`src/rtl/mem_port_arbiter_pkg.sv`:
```
// Shared types for the two-port SRAM arbiter.
// Imported by the arbiter top and its round-robin picker.
package mem_arb_pkg;

  typedef enum logic [1:0] {
    ARB_IDLE,
    ARB_ACCESS,
    ARB_DONE
  } arb_state_t;

  typedef enum logic {
    PORT_C,
    PORT_L
  } arb_port_t;

  function automatic int cnt_width(input int wait_cycles);
    return $clog2(wait_cycles + 1);
  endfunction

endpackage

```
`src/rtl/mem_port_arbiter_if.sv`:
```
// Bundle of CPU port, loader port and SRAM pins.
// master = arbiter side, slave = requesters and SRAM.
interface mem_port_arbiter_if #(
  parameter int ADDR_W = 20,
  parameter int DATA_W = 16
);
  logic              C_req;
  logic              C_we;
  logic [ADDR_W-1:0] C_addr;
  logic [DATA_W-1:0] C_wdata;
  logic [DATA_W-1:0] C_rdata;
  logic              C_ack;
  logic              L_req;
  logic              L_we;
  logic [ADDR_W-1:0] L_addr;
  logic [DATA_W-1:0] L_wdata;
  logic [DATA_W-1:0] L_rdata;
  logic              L_ack;
  logic              Busy;
  logic              Grant_L;
  logic              CE_N;
  logic              OE_N;
  logic              WE_N;
  logic [ADDR_W-1:0] ADDR;
  logic [DATA_W-1:0] Data_to_SRAM;
  logic              Data_oe;
  logic [DATA_W-1:0] Data_from_SRAM;

  modport master (
    input  C_req, C_we, C_addr, C_wdata,
    input  L_req, L_we, L_addr, L_wdata,
    input  Data_from_SRAM,
    output C_rdata, C_ack, L_rdata, L_ack,
    output Busy, Grant_L,
    output CE_N, OE_N, WE_N,
    output ADDR, Data_to_SRAM, Data_oe
  );

  modport slave (
    output C_req, C_we, C_addr, C_wdata,
    output L_req, L_we, L_addr, L_wdata,
    output Data_from_SRAM,
    input  C_rdata, C_ack, L_rdata, L_ack,
    input  Busy, Grant_L,
    input  CE_N, OE_N, WE_N,
    input  ADDR, Data_to_SRAM, Data_oe
  );

endinterface

```
`src/rtl/mem_port_arbiter_rr2.sv`:
```
// Two-input round-robin picker for the SRAM arbiter.
// Last-grant flop resets to L so C wins the first tie.
module mem_arb_rr2
  import mem_arb_pkg::*;
(
  input  logic       clk_i,
  input  logic       rst_ni,
  input  logic [1:0] req_i,
  input  logic       upd_i,
  output arb_port_t  grant_o
);

  arb_port_t last_q;

  always_comb begin
    grant_o = PORT_C;
    unique case (1'b1)
      (req_i == 2'b10): grant_o = PORT_L;
      (req_i == 2'b11):
        grant_o = (last_q == PORT_C) ? PORT_L : PORT_C;
      default: grant_o = PORT_C;
    endcase
  end

  always_ff @(posedge clk_i or negedge rst_ni) begin
    if (!rst_ni) begin
      last_q <= PORT_L;
    end else if (upd_i) begin
      last_q <= grant_o;
    end
  end

endmodule

```
`src/rtl/mem_port_arbiter.sv`:
```
// Serialises CPU and loader accesses onto one SRAM,
// running each as a fixed-length strobe cycle.
module mem_port_arbiter
  import mem_arb_pkg::*;
#(
  parameter int ADDR_W      = 20,
  parameter int DATA_W      = 16,
  parameter int WAIT_CYCLES = 3
) (
  input logic          Clk,
  input logic          Reset_n,
  mem_port_arbiter_if.master bus
);

  localparam int CW = cnt_width(WAIT_CYCLES);
  localparam logic [CW-1:0] CNT_LOAD = CW'(WAIT_CYCLES - 1);

  arb_state_t        state_q, state_d;
  arb_port_t         port_q, port_d, pick;
  logic              we_q, we_d;
  logic [CW-1:0]     cnt_q, cnt_d;
  logic [ADDR_W-1:0] addr_q, addr_d;
  logic [DATA_W-1:0] wdata_q, wdata_d;
  logic [DATA_W-1:0] crd_q, crd_d;
  logic [DATA_W-1:0] lrd_q, lrd_d;
  logic              upd;
  logic [1:0]        req;
  logic              acc, dn;

  assign req = {bus.L_req, bus.C_req};

  mem_arb_rr2 u_rr (
    .clk_i   (Clk),
    .rst_ni  (Reset_n),
    .req_i   (req),
    .upd_i   (upd),
    .grant_o (pick)
  );

  always_comb begin
    state_d = state_q;
    port_d  = port_q;
    we_d    = we_q;
    cnt_d   = cnt_q;
    addr_d  = addr_q;
    wdata_d = wdata_q;
    crd_d   = crd_q;
    lrd_d   = lrd_q;
    upd     = 1'b0;
    unique case (state_q)
      ARB_IDLE: begin
        if (|req) begin
          upd     = 1'b1;
          port_d  = pick;
          cnt_d   = CNT_LOAD;
          state_d = ARB_ACCESS;
          if (pick == PORT_L) begin
            we_d    = bus.L_we;
            addr_d  = bus.L_addr;
            wdata_d = bus.L_wdata;
          end else begin
            we_d    = bus.C_we;
            addr_d  = bus.C_addr;
            wdata_d = bus.C_wdata;
          end
        end
      end
      ARB_ACCESS: begin
        if (cnt_q == '0) begin
          state_d = ARB_DONE;
          if (!we_q) begin
            if (port_q == PORT_L) lrd_d = bus.Data_from_SRAM;
            else                  crd_d = bus.Data_from_SRAM;
          end
        end else begin
          cnt_d = cnt_q - CW'(1);
        end
      end
      ARB_DONE: state_d = ARB_IDLE;
      default:  state_d = ARB_IDLE;
    endcase
  end

  always_ff @(posedge Clk or negedge Reset_n) begin
    if (!Reset_n) begin
      state_q <= ARB_IDLE;
      port_q  <= PORT_C;
      we_q    <= 1'b0;
      cnt_q   <= '0;
      addr_q  <= '0;
      wdata_q <= '0;
      crd_q   <= '0;
      lrd_q   <= '0;
    end else begin
      state_q <= state_d;
      port_q  <= port_d;
      we_q    <= we_d;
      cnt_q   <= cnt_d;
      addr_q  <= addr_d;
      wdata_q <= wdata_d;
      crd_q   <= crd_d;
      lrd_q   <= lrd_d;
    end
  end

  // Strobes decode straight from state so reset kills them at once
  assign acc = (state_q == ARB_ACCESS);
  assign dn  = (state_q == ARB_DONE);

  assign bus.CE_N         = !acc;
  assign bus.OE_N         = !(acc && !we_q);
  assign bus.WE_N         = !(acc && we_q);
  assign bus.Data_oe      = acc && we_q;
  assign bus.C_ack        = dn && (port_q == PORT_C);
  assign bus.L_ack        = dn && (port_q == PORT_L);
  assign bus.Busy         = acc || dn;
  assign bus.Grant_L      = (port_q == PORT_L);
  assign bus.ADDR         = addr_q;
  assign bus.Data_to_SRAM = wdata_q;
  assign bus.C_rdata      = crd_q;
  assign bus.L_rdata      = lrd_q;

endmodule

```
`src/flat_wrapper.sv`:
```
// flat-port wrapper written by rule: the top's interface ports become plain ports
module mem_port_arbiter_flat import mem_arb_pkg::*;
#(
  parameter int ADDR_W      = 20,
  parameter int DATA_W      = 16,
  parameter int WAIT_CYCLES = 3
)
  (Clk, Reset_n, bus_C_req, bus_C_we, bus_C_addr, bus_C_wdata, bus_L_req, bus_L_we, bus_L_addr, bus_L_wdata, bus_Data_from_SRAM, bus_C_rdata, bus_C_ack, bus_L_rdata, bus_L_ack, bus_Busy, bus_Grant_L, bus_CE_N, bus_OE_N, bus_WE_N, bus_ADDR, bus_Data_to_SRAM, bus_Data_oe);
  mem_port_arbiter_if #(.ADDR_W(ADDR_W), .DATA_W(DATA_W)) bus_i ();
  input logic Clk;
  input logic Reset_n;
  input wire logic [$bits(bus_i.C_req)-1:0] bus_C_req;
  input wire logic [$bits(bus_i.C_we)-1:0] bus_C_we;
  input wire logic [$bits(bus_i.C_addr)-1:0] bus_C_addr;
  input wire logic [$bits(bus_i.C_wdata)-1:0] bus_C_wdata;
  input wire logic [$bits(bus_i.L_req)-1:0] bus_L_req;
  input wire logic [$bits(bus_i.L_we)-1:0] bus_L_we;
  input wire logic [$bits(bus_i.L_addr)-1:0] bus_L_addr;
  input wire logic [$bits(bus_i.L_wdata)-1:0] bus_L_wdata;
  input wire logic [$bits(bus_i.Data_from_SRAM)-1:0] bus_Data_from_SRAM;
  output wire logic [$bits(bus_i.C_rdata)-1:0] bus_C_rdata;
  output wire logic [$bits(bus_i.C_ack)-1:0] bus_C_ack;
  output wire logic [$bits(bus_i.L_rdata)-1:0] bus_L_rdata;
  output wire logic [$bits(bus_i.L_ack)-1:0] bus_L_ack;
  output wire logic [$bits(bus_i.Busy)-1:0] bus_Busy;
  output wire logic [$bits(bus_i.Grant_L)-1:0] bus_Grant_L;
  output wire logic [$bits(bus_i.CE_N)-1:0] bus_CE_N;
  output wire logic [$bits(bus_i.OE_N)-1:0] bus_OE_N;
  output wire logic [$bits(bus_i.WE_N)-1:0] bus_WE_N;
  output wire logic [$bits(bus_i.ADDR)-1:0] bus_ADDR;
  output wire logic [$bits(bus_i.Data_to_SRAM)-1:0] bus_Data_to_SRAM;
  output wire logic [$bits(bus_i.Data_oe)-1:0] bus_Data_oe;
  assign bus_i.C_req = bus_C_req;
  assign bus_i.C_we = bus_C_we;
  assign bus_i.C_addr = bus_C_addr;
  assign bus_i.C_wdata = bus_C_wdata;
  assign bus_i.L_req = bus_L_req;
  assign bus_i.L_we = bus_L_we;
  assign bus_i.L_addr = bus_L_addr;
  assign bus_i.L_wdata = bus_L_wdata;
  assign bus_i.Data_from_SRAM = bus_Data_from_SRAM;
  assign bus_C_rdata = bus_i.C_rdata;
  assign bus_C_ack = bus_i.C_ack;
  assign bus_L_rdata = bus_i.L_rdata;
  assign bus_L_ack = bus_i.L_ack;
  assign bus_Busy = bus_i.Busy;
  assign bus_Grant_L = bus_i.Grant_L;
  assign bus_CE_N = bus_i.CE_N;
  assign bus_OE_N = bus_i.OE_N;
  assign bus_WE_N = bus_i.WE_N;
  assign bus_ADDR = bus_i.ADDR;
  assign bus_Data_to_SRAM = bus_i.Data_to_SRAM;
  assign bus_Data_oe = bus_i.Data_oe;
  mem_port_arbiter #(.ADDR_W(ADDR_W), .DATA_W(DATA_W), .WAIT_CYCLES(WAIT_CYCLES)) u_core (.Clk(Clk), .Reset_n(Reset_n), .bus(bus_i));
endmodule
```
`config.mk`:
```
export PLATFORM = sky130hd
export DESIGN_NAME = mem_port_arbiter_flat
export DESIGN_NICKNAME = d
export VERILOG_FILES = /design/src/rtl/mem_port_arbiter_pkg.sv /design/src/rtl/mem_port_arbiter_if.sv /design/src/rtl/mem_port_arbiter_rr2.sv /design/src/rtl/mem_port_arbiter.sv /design/src/flat_wrapper.sv
export SDC_FILE = /design/constraint.sdc
export NUM_CORES = 1
export LEC_CHECK = 0
export CAP_MARGIN = 20
export CORE_MARGIN = 2
export CORE_UTILIZATION = 36
export CTS_CLUSTER_SIZE = 24
export DETAILED_ROUTE_END_ITERATION = 8
export PLACE_DENSITY = 0.76
export REMOVE_ABC_BUFFERS = 1
export SLEW_MARGIN = 0
export SYNTH_ARGS = -nofsm -noshare
export SYNTH_HDL_FRONTEND = slang
export SYNTH_SLANG_ARGS = --single-unit
```
`constraint.sdc`:
```
create_clock -name Clk -period 1.63 [get_ports Clk]
set_clock_uncertainty 0.05 [all_clocks]
set_input_delay 0.326 -clock Clk [delete_from_list [all_inputs] [get_ports Clk]]
set_output_delay 0.326 -clock Clk [all_outputs]
set_load 0.01 [all_outputs]
```
==> results of run 1 <==
## cells by family after synthesis
kind of cell    Yosys count  synth area share
fa+ha+maj                 6           0.02241
simple gates             88            0.1139
compound gates           87            0.1375
flops                    75            0.5607
mux                      34            0.1255
buf+inv                  26           0.03997
## synthesized netlist by cell type, types with 2 or more instances
library cell / n
nor2_1: 40
ha_1: 6
a21oi_1: 77
mux2_2: 24
dfrtp_1: 74
o21ai_0: 2
mux2_4: 10
nand2_1: 39
inv_1: 6
clkbuf_1: 5
buf_4: 2
buf_2: 10
## worst max-delay path, stage by stage, from the launching register on
cell,delay [ns]
dfrtp_1,0.41
inv_2,0.10
ha_4,0.18
buf_6,0.11
inv_2,0.03
buf_6,0.10
## what timing repair did
item                                    in CTS  in global routing
endpoints found under the setup margin     104                 54
gates resized for setup                     97                 50
cloned                                       0                  3
hold buffers                                 1                  0
hold endpoints to repair                    18                  0
buffers inserted                             4                  1
pin swaps                                    3                  4
## through the flow
| step | TNS [ns] | power (W) | util |
|---|---|---|---|
| 3_5_place_dp | -6.504 | 0.008822 | 0.5889 |
| 5_1_grt | -0.8739 | 0.01110 | 0.6409 |
| 3_3_place_gp | -4.807 | 0.008660 | 0.5889 |
| 4_1_cts | -0.1723 | 0.01008 | 0.6149 |
| 6_report | -0.08952 | 0.01040 | 0.6409 |
| 2_1_floorplan | -49.63 | 0.005655 | - |
## cells in the final DEF (no fill, tap or decap), types with 2 or more instances in the layout
cell type	count
clkdlybuf4s50_1	94
dfrtp_1	73
a21oi_1	63
dlygate4sd2_1	48
nor2_1	40
nand2_1	38
dlymetal6s2s_1	19
mux2_2	17
mux2_4	17
buf_4	17
a21oi_2	14
buf_6	11
buf_12	10
clkbuf_8	9
inv_2	5
ha_4	3
clkinv_4	3
ha_1	2
clkinv_2	2
clkbuf_16	2
## layer usage
metal  track usage  vias up  wire length, um
met5             0        -                0
met4       0.05796        0              107
met3       0.05132        9              709
met2        0.3185      133             4958
met1        0.2375     1502             4210
li1              -     1459                -
## worst paths after layout
path / start / endpoint / slack, ns / depth (start not counted)
worst max-delay path: u_core.state_q[1]$_DFFE_PN0P_ / bus_CE_N / -0.02 / 5
worst min register to register: u_core.bus.L_rdata[5]$_DFFE_PN0P_ / u_core.bus.L_rdata[5]$_DFFE_PN0P_ / 0.45 / 1
min in group Clk: u_core.bus.L_rdata[5]$_DFFE_PN0P_ / u_core.bus.L_rdata[5]$_DFFE_PN0P_ / 0.45 / 1
worst max register to register: u_core.state_q[1]$_DFFE_PN0P_ / u_core.state_q[0]$_DFFE_PN0P_ / 0.01 / 6
max in group asynchronous: Reset_n / u_core.bus.ADDR[14]$_DFFE_PN0P_ / 0.64 / 3
worst min-delay path: Reset_n / u_core.bus.C_rdata[8]$_DFFE_PN0P_ / 0.37 / 2
## sequential cells by signal, indices dropped and copies added (netlist names)
name / cells
u_core.u_rr.last_q: 1
u_core.bus.L_rdata: 16
u_core.state_q: 2
u_core.bus.Grant_L: 1
u_core.bus.C_rdata: 16
u_core.bus.Data_to_SRAM: 16
u_core.cnt_q: 2
u_core.we_q: 1
u_core.bus.ADDR: 20
## layout make-up
cell class,count,share of cell area
inverter,7,0.004906
tap,111,0.02368
clock buffer,9,0.02112
sequential,75,0.3204
timing repair buffer,203,0.3607
clock inverter,7,0.01323
multi-input combinational,215,0.2560
## power breakdown
part | switching (W) | internal, W | leakage, nW
clock network | 0.000732 | 0.000721 | 0.105
registers | 0.000504 | 0.00282 | 0.873
logic | 0.00252 | 0.00310 | 1.81
==> flow_metrics.tcl, run 1 <==
set metrics [dict create \
    status "complete, but fails checks" \
    violations "negative setup slack" \
    floorplan.core_area_um2 9153 \
    dp.cells 602 \
    slew_viol_final 0 \
    critPathLaunchType "flip-flop" \
    post-place-ws_ns -0.1942 \
    rsz0062_at_grt "yes" \
    grt_max_degree 43 \
    crit_type "flip-flop to primary output" \
    numCtsBuffers 9 \
    cts.htree.levels 3 \
    design_area_um2 5866 \
    synth_top_area_cell "dfrtp_1" \
    synth_edf_count 0 \
    drive_gt1_frac 0.2519 \
    cp_max_fo 4 \
    clk_transition_reported_paths_ns 0.09 \
    yosys_warnings 0 \
    n_antenna_cell 0 \
    cts_sinks 75 \
    first_iter_violations 111 \
    synthDistinctLibCells 33 \
    layout.nets 611 \
    max_freq_mhz 605.0 \
    routed_via_density 4.949 \
    cp-end-kind "primary output" \
    grt-ovfl-total 0 \
    start_util 0.3660 \
    slew_headroom 0.7512 \
    placed_cell_area_um2 5390 \
    portBuffers 169 \
    synth_top_area_share 0.5529 \
    synthArstFlopShare 1.000 \
    finalCritPeriodShare 1.014 \
    antenna_left 0 \
    ys_seq_area_frac 0.5607 \
    grt_pass1_wl_um 15060 \
    pin_count 170 \
    synthCells 316 \
    dieHeight_um 100.5 \
    die_w_um 100.5 \
    via_count 3103 \
    drt-pass1-iter-count 4 \
    required_ns 1.25 \
    ir_drop_uv 767.1 \
    p_leak_nw 2.786 \
    rows 35 \
    tritoncts "yes" \
    drt_wl_total_um 9986 \
    cts-root-buf "clkbuf_8" \
    syn_avg_cell_area_um2 10.60 \
    num-fill-cells 761 \
    hp-class "primary input to async pin" \
    gp_congestion 0.8180 \
    grt_pass1_vias 3122 \
    ff_latch_area_um2 1879 \
    hold_ws_ns 0.3690 \
    crit_arrival_ns 1.28 \
    synthesis.area_um2 3349 \
    layout_min_cycle_time_ns 1.653 \
    grt_use_total 0.1889 \
    cap_violations 0 \
    clock_path_buffers 2 \
    drc 0 \
    synth_area_leaders "dfrtp_1 55%, a21oi_1 12%, mux2_2 8.1%" \
    worst_slew_pin_slew_ns 0.3721 \
    hold_viol 0 \
    area_growth_pct 75.12 \
    multiInputGateArea_um2 1501 \
    dieArea_um2 10090 \
    dp_hpwl_um 6935 \
    setup_viol 5 \
    avgRoutedWirePerCell_um 15.93 \
    power_density_nw_per_um2 1774 \
    fin_cells 627 \
    yosys_register_bits 75 \
    ys.flop_type "dfrtp_1" \
    clk_latency_ns 0.34 \
    antenna_found_initial 0 \
    setup_ws_ns -0.02290 \
]
Power figures use the tool's default switching activity.
==> run 2: changes to the inputs <==
--- a/config.mk
+++ b/config.mk
@@ -6,7 +6,6 @@
 export NUM_CORES = 1
 export LEC_CHECK = 0
 export CAP_MARGIN = 20
-export CORE_MARGIN = 2
 export CORE_UTILIZATION = 36
 export CTS_CLUSTER_SIZE = 24
 export DETAILED_ROUTE_END_ITERATION = 8
==> run 2 against run 1 <==
  * The run ends with design-rule violations, negative setup slack left
  * Count of clock-buffer cells in the layout increased by 2
  * Core utilization increased by 2.7 points
  * Global-route usage up 2.5 points
  * Setup slack got worse by 0.024 ns
  * Via count up 0.90%
  * Routed wire length grew 6.8%
  * Non-clock buffer count increased by 4
  * Total power is 0.84% higher
  * Register-to-register slack hardly changed
  * Cell count is 0.16% higher
  * Sequential share of layout area is 0.25 points lower
  * Clock power barely moved
==> flow_metrics.tcl, run 2 (synthesized netlist as in run 1, its figures left out) <==
set metrics [dict create \
    status "complete, but fails checks" \
    violations "design-rule violations, negative setup slack" \
    final_common_cell "clkdlybuf4s50_1" \
    hp-class "primary input to async pin" \
    clock_path_buffers 2 \
    critical-path-max-stage-delay_ns 0.40 \
    numCtsBuffers 9 \
    grt_use_total 0.2143 \
    hold_viol 0 \
    cp_common_cell "buf_6" \
    routed_via_density 4.986 \
    grt_pass1_wl_um 16120 \
    layout.nets 615 \
    area_growth_pct 76.35 \
    rows 34 \
    grt_pass1_vias 3185 \
    start_util 0.3785 \
    cts.htree.levels 3 \
    power_density_nw_per_um2 1776 \
    ff_latch_area_um2 1878 \
    drive_gt1_frac 0.2250 \
    avgRoutedWirePerCell_um 16.99 \
    crit_chain "buf_6 -> ha_4 -> buf_6 -> inv_2 -> buf_6" \
    layout_min_cycle_time_ns 1.677 \
    cp_slowest_cell "dfrtp_1" \
    cap_violations 0 \
    setup_ws_ns -0.04668 \
    r2r_cells 6 \
    required_ns 1.25 \
    critPathLaunchType "flip-flop" \
    p_leak_nw 2.928 \
    timing.rr.end "u_core.bus.C_rdata[6]$_DFFE_PN0P_" \
    rsz0062_at_grt "yes" \
    slew_headroom 0.7425 \
    r2r_slack_ns 0.02 \
    die_w_um 98.46 \
    final_cell_mix "93 x clkdlybuf4s50_1, 75 x a21oi_1, 74 x dfrtp_1, 40 x nor2_1, 40 x dlygate4sd2_1" \
    crit_arrival_ns 1.30 \
    portBuffers 169 \
    clk_latency_ns 0.34 \
    antenna_found_initial 0 \
    worst_slew_pin_slew_ns 0.3862 \
    ir_drop_uv 769.2 \
    n_antenna_cell 0 \
    grt_max_degree 28 \
    clk_transition_reported_paths_ns 0.08 \
    tritoncts "yes" \
    cts_sinks 75 \
    drt-pass1-iter-count 6 \
    crit_family "flip-flops" \
    cp_max_fo 4 \
    via_count 3131 \
    first_iter_violations 113 \
    finalCritPeriodShare 1.029 \
    grt-ovfl-total 0 \
    max_freq_mhz 596.4 \
    pin_count 170 \
    critical_path_buf_inv_count 4 \
    power_w 0.01049 \
    dp.cells 601 \
    floorplan.core_area_um2 8848 \
    num-fill-cells 681 \
    r2r-start "u_core.cnt_q[1]$_DFFE_PN0P_" \
    setup_viol 4 \
    gp_congestion 0.7993 \
    multiInputGateArea_um2 1488 \
    antenna_left 0 \
    fin_cells 628 \
    cts-root-buf "clkbuf_8" \
    cp-end-kind "primary output" \
    drt_wl_total_um 10670 \
    drc 17 \
    crit_type "flip-flop to primary output" \
    slew_viol_final 0 \
    largest_reg_flops 20 \
    dieArea_um2 9693 \
    dp_hpwl_um 7240 \
    dieHeight_um 98.46 \
]
run 2: worst reg2reg max path, cell delays in order (launching register included):
cell and delay, ns:
dfrtp_1 0.39, inv_2 0.07, ha_2 0.19, inv_2 0.07, nor3_4 0.21, buf_12 0.20
mux2_4 0.33
run 2: metrics by stage:
step	setup TNS, ns	util	hold WS [ns]	area (um^2)	worst slack, ns
detailed placement	-10.72	0.6150	0.2186	5441	-0.2515
global placement	-8.456	0.6150	0.2176	5441	-0.2178
floorplan	-49.63	-	-0.01959	3242	-1.118
finish	-0.1532	0.6676	0.4170	5907	-0.04668
CTS	-0.2030	0.6449	0.3998	5707	-0.07178
global route	-0.9515	0.6676	0.4178	5907	-0.1019
run 2: repair_timing:
item,in CTS,in global routing
resized for setup,88,52
pin swaps,3,3
cloned,0,1
hold buffers,1,0
setup buffers,7,2
endpoints found under the hold margin,22,0
endpoints found under the setup margin,74,70
run 2: power by group:
group | switching (W) | internal [W] | total (W) | leakage [nW]
combinational | 0.00253 | 0.00314 | 0.00567 | 1.95
sequential | 0.000539 | 0.00282 | 0.00336 | 0.874
clock | 0.000710 | 0.000759 | 0.00147 | 0.100
run 2: layout make-up:
type / count / share of cell area
Timing Repair Buffer: 207 / 0.3679
Sequential cell: 75 / 0.3179
Multi-Input combinational cell: 215 / 0.2519
Clock buffer: 11 / 0.02394
Tap cell: 108 / 0.02288
Clock inverter: 5 / 0.01017
Inverter: 7 / 0.005295
run 2: worst max-delay path by stage:
stage | start | endpoint | cells past startpoint
after CTS | u_core.state_q[1]$_DFFE_PN0P_ | bus_L_ack | 4
final | u_core.state_q[0]$_DFFE_PN0P_ | bus_CE_N | 5
after detailed placement | u_core.state_q[1]$_DFFE_PN0P_ | bus_Data_oe | 5
after global routing | u_core.state_q[0]$_DFFE_PN0P_ | bus_C_ack | 5
after floorplan | bus_L_req | u_core.bus.Grant_L$_DFFE_PN0P_ | 2
after global placement | u_core.state_q[1]$_DFFE_PN0P_ | bus_Data_oe | 5
run 2: layer usage:
layer	vias up	global-route usage	routed length (um)
met4	0	0.07118	168
met5	-	0	0
met3	11	0.05745	836
li1	1469	-	-
met2	138	0.3651	5368
met1	1513	0.2646	4292
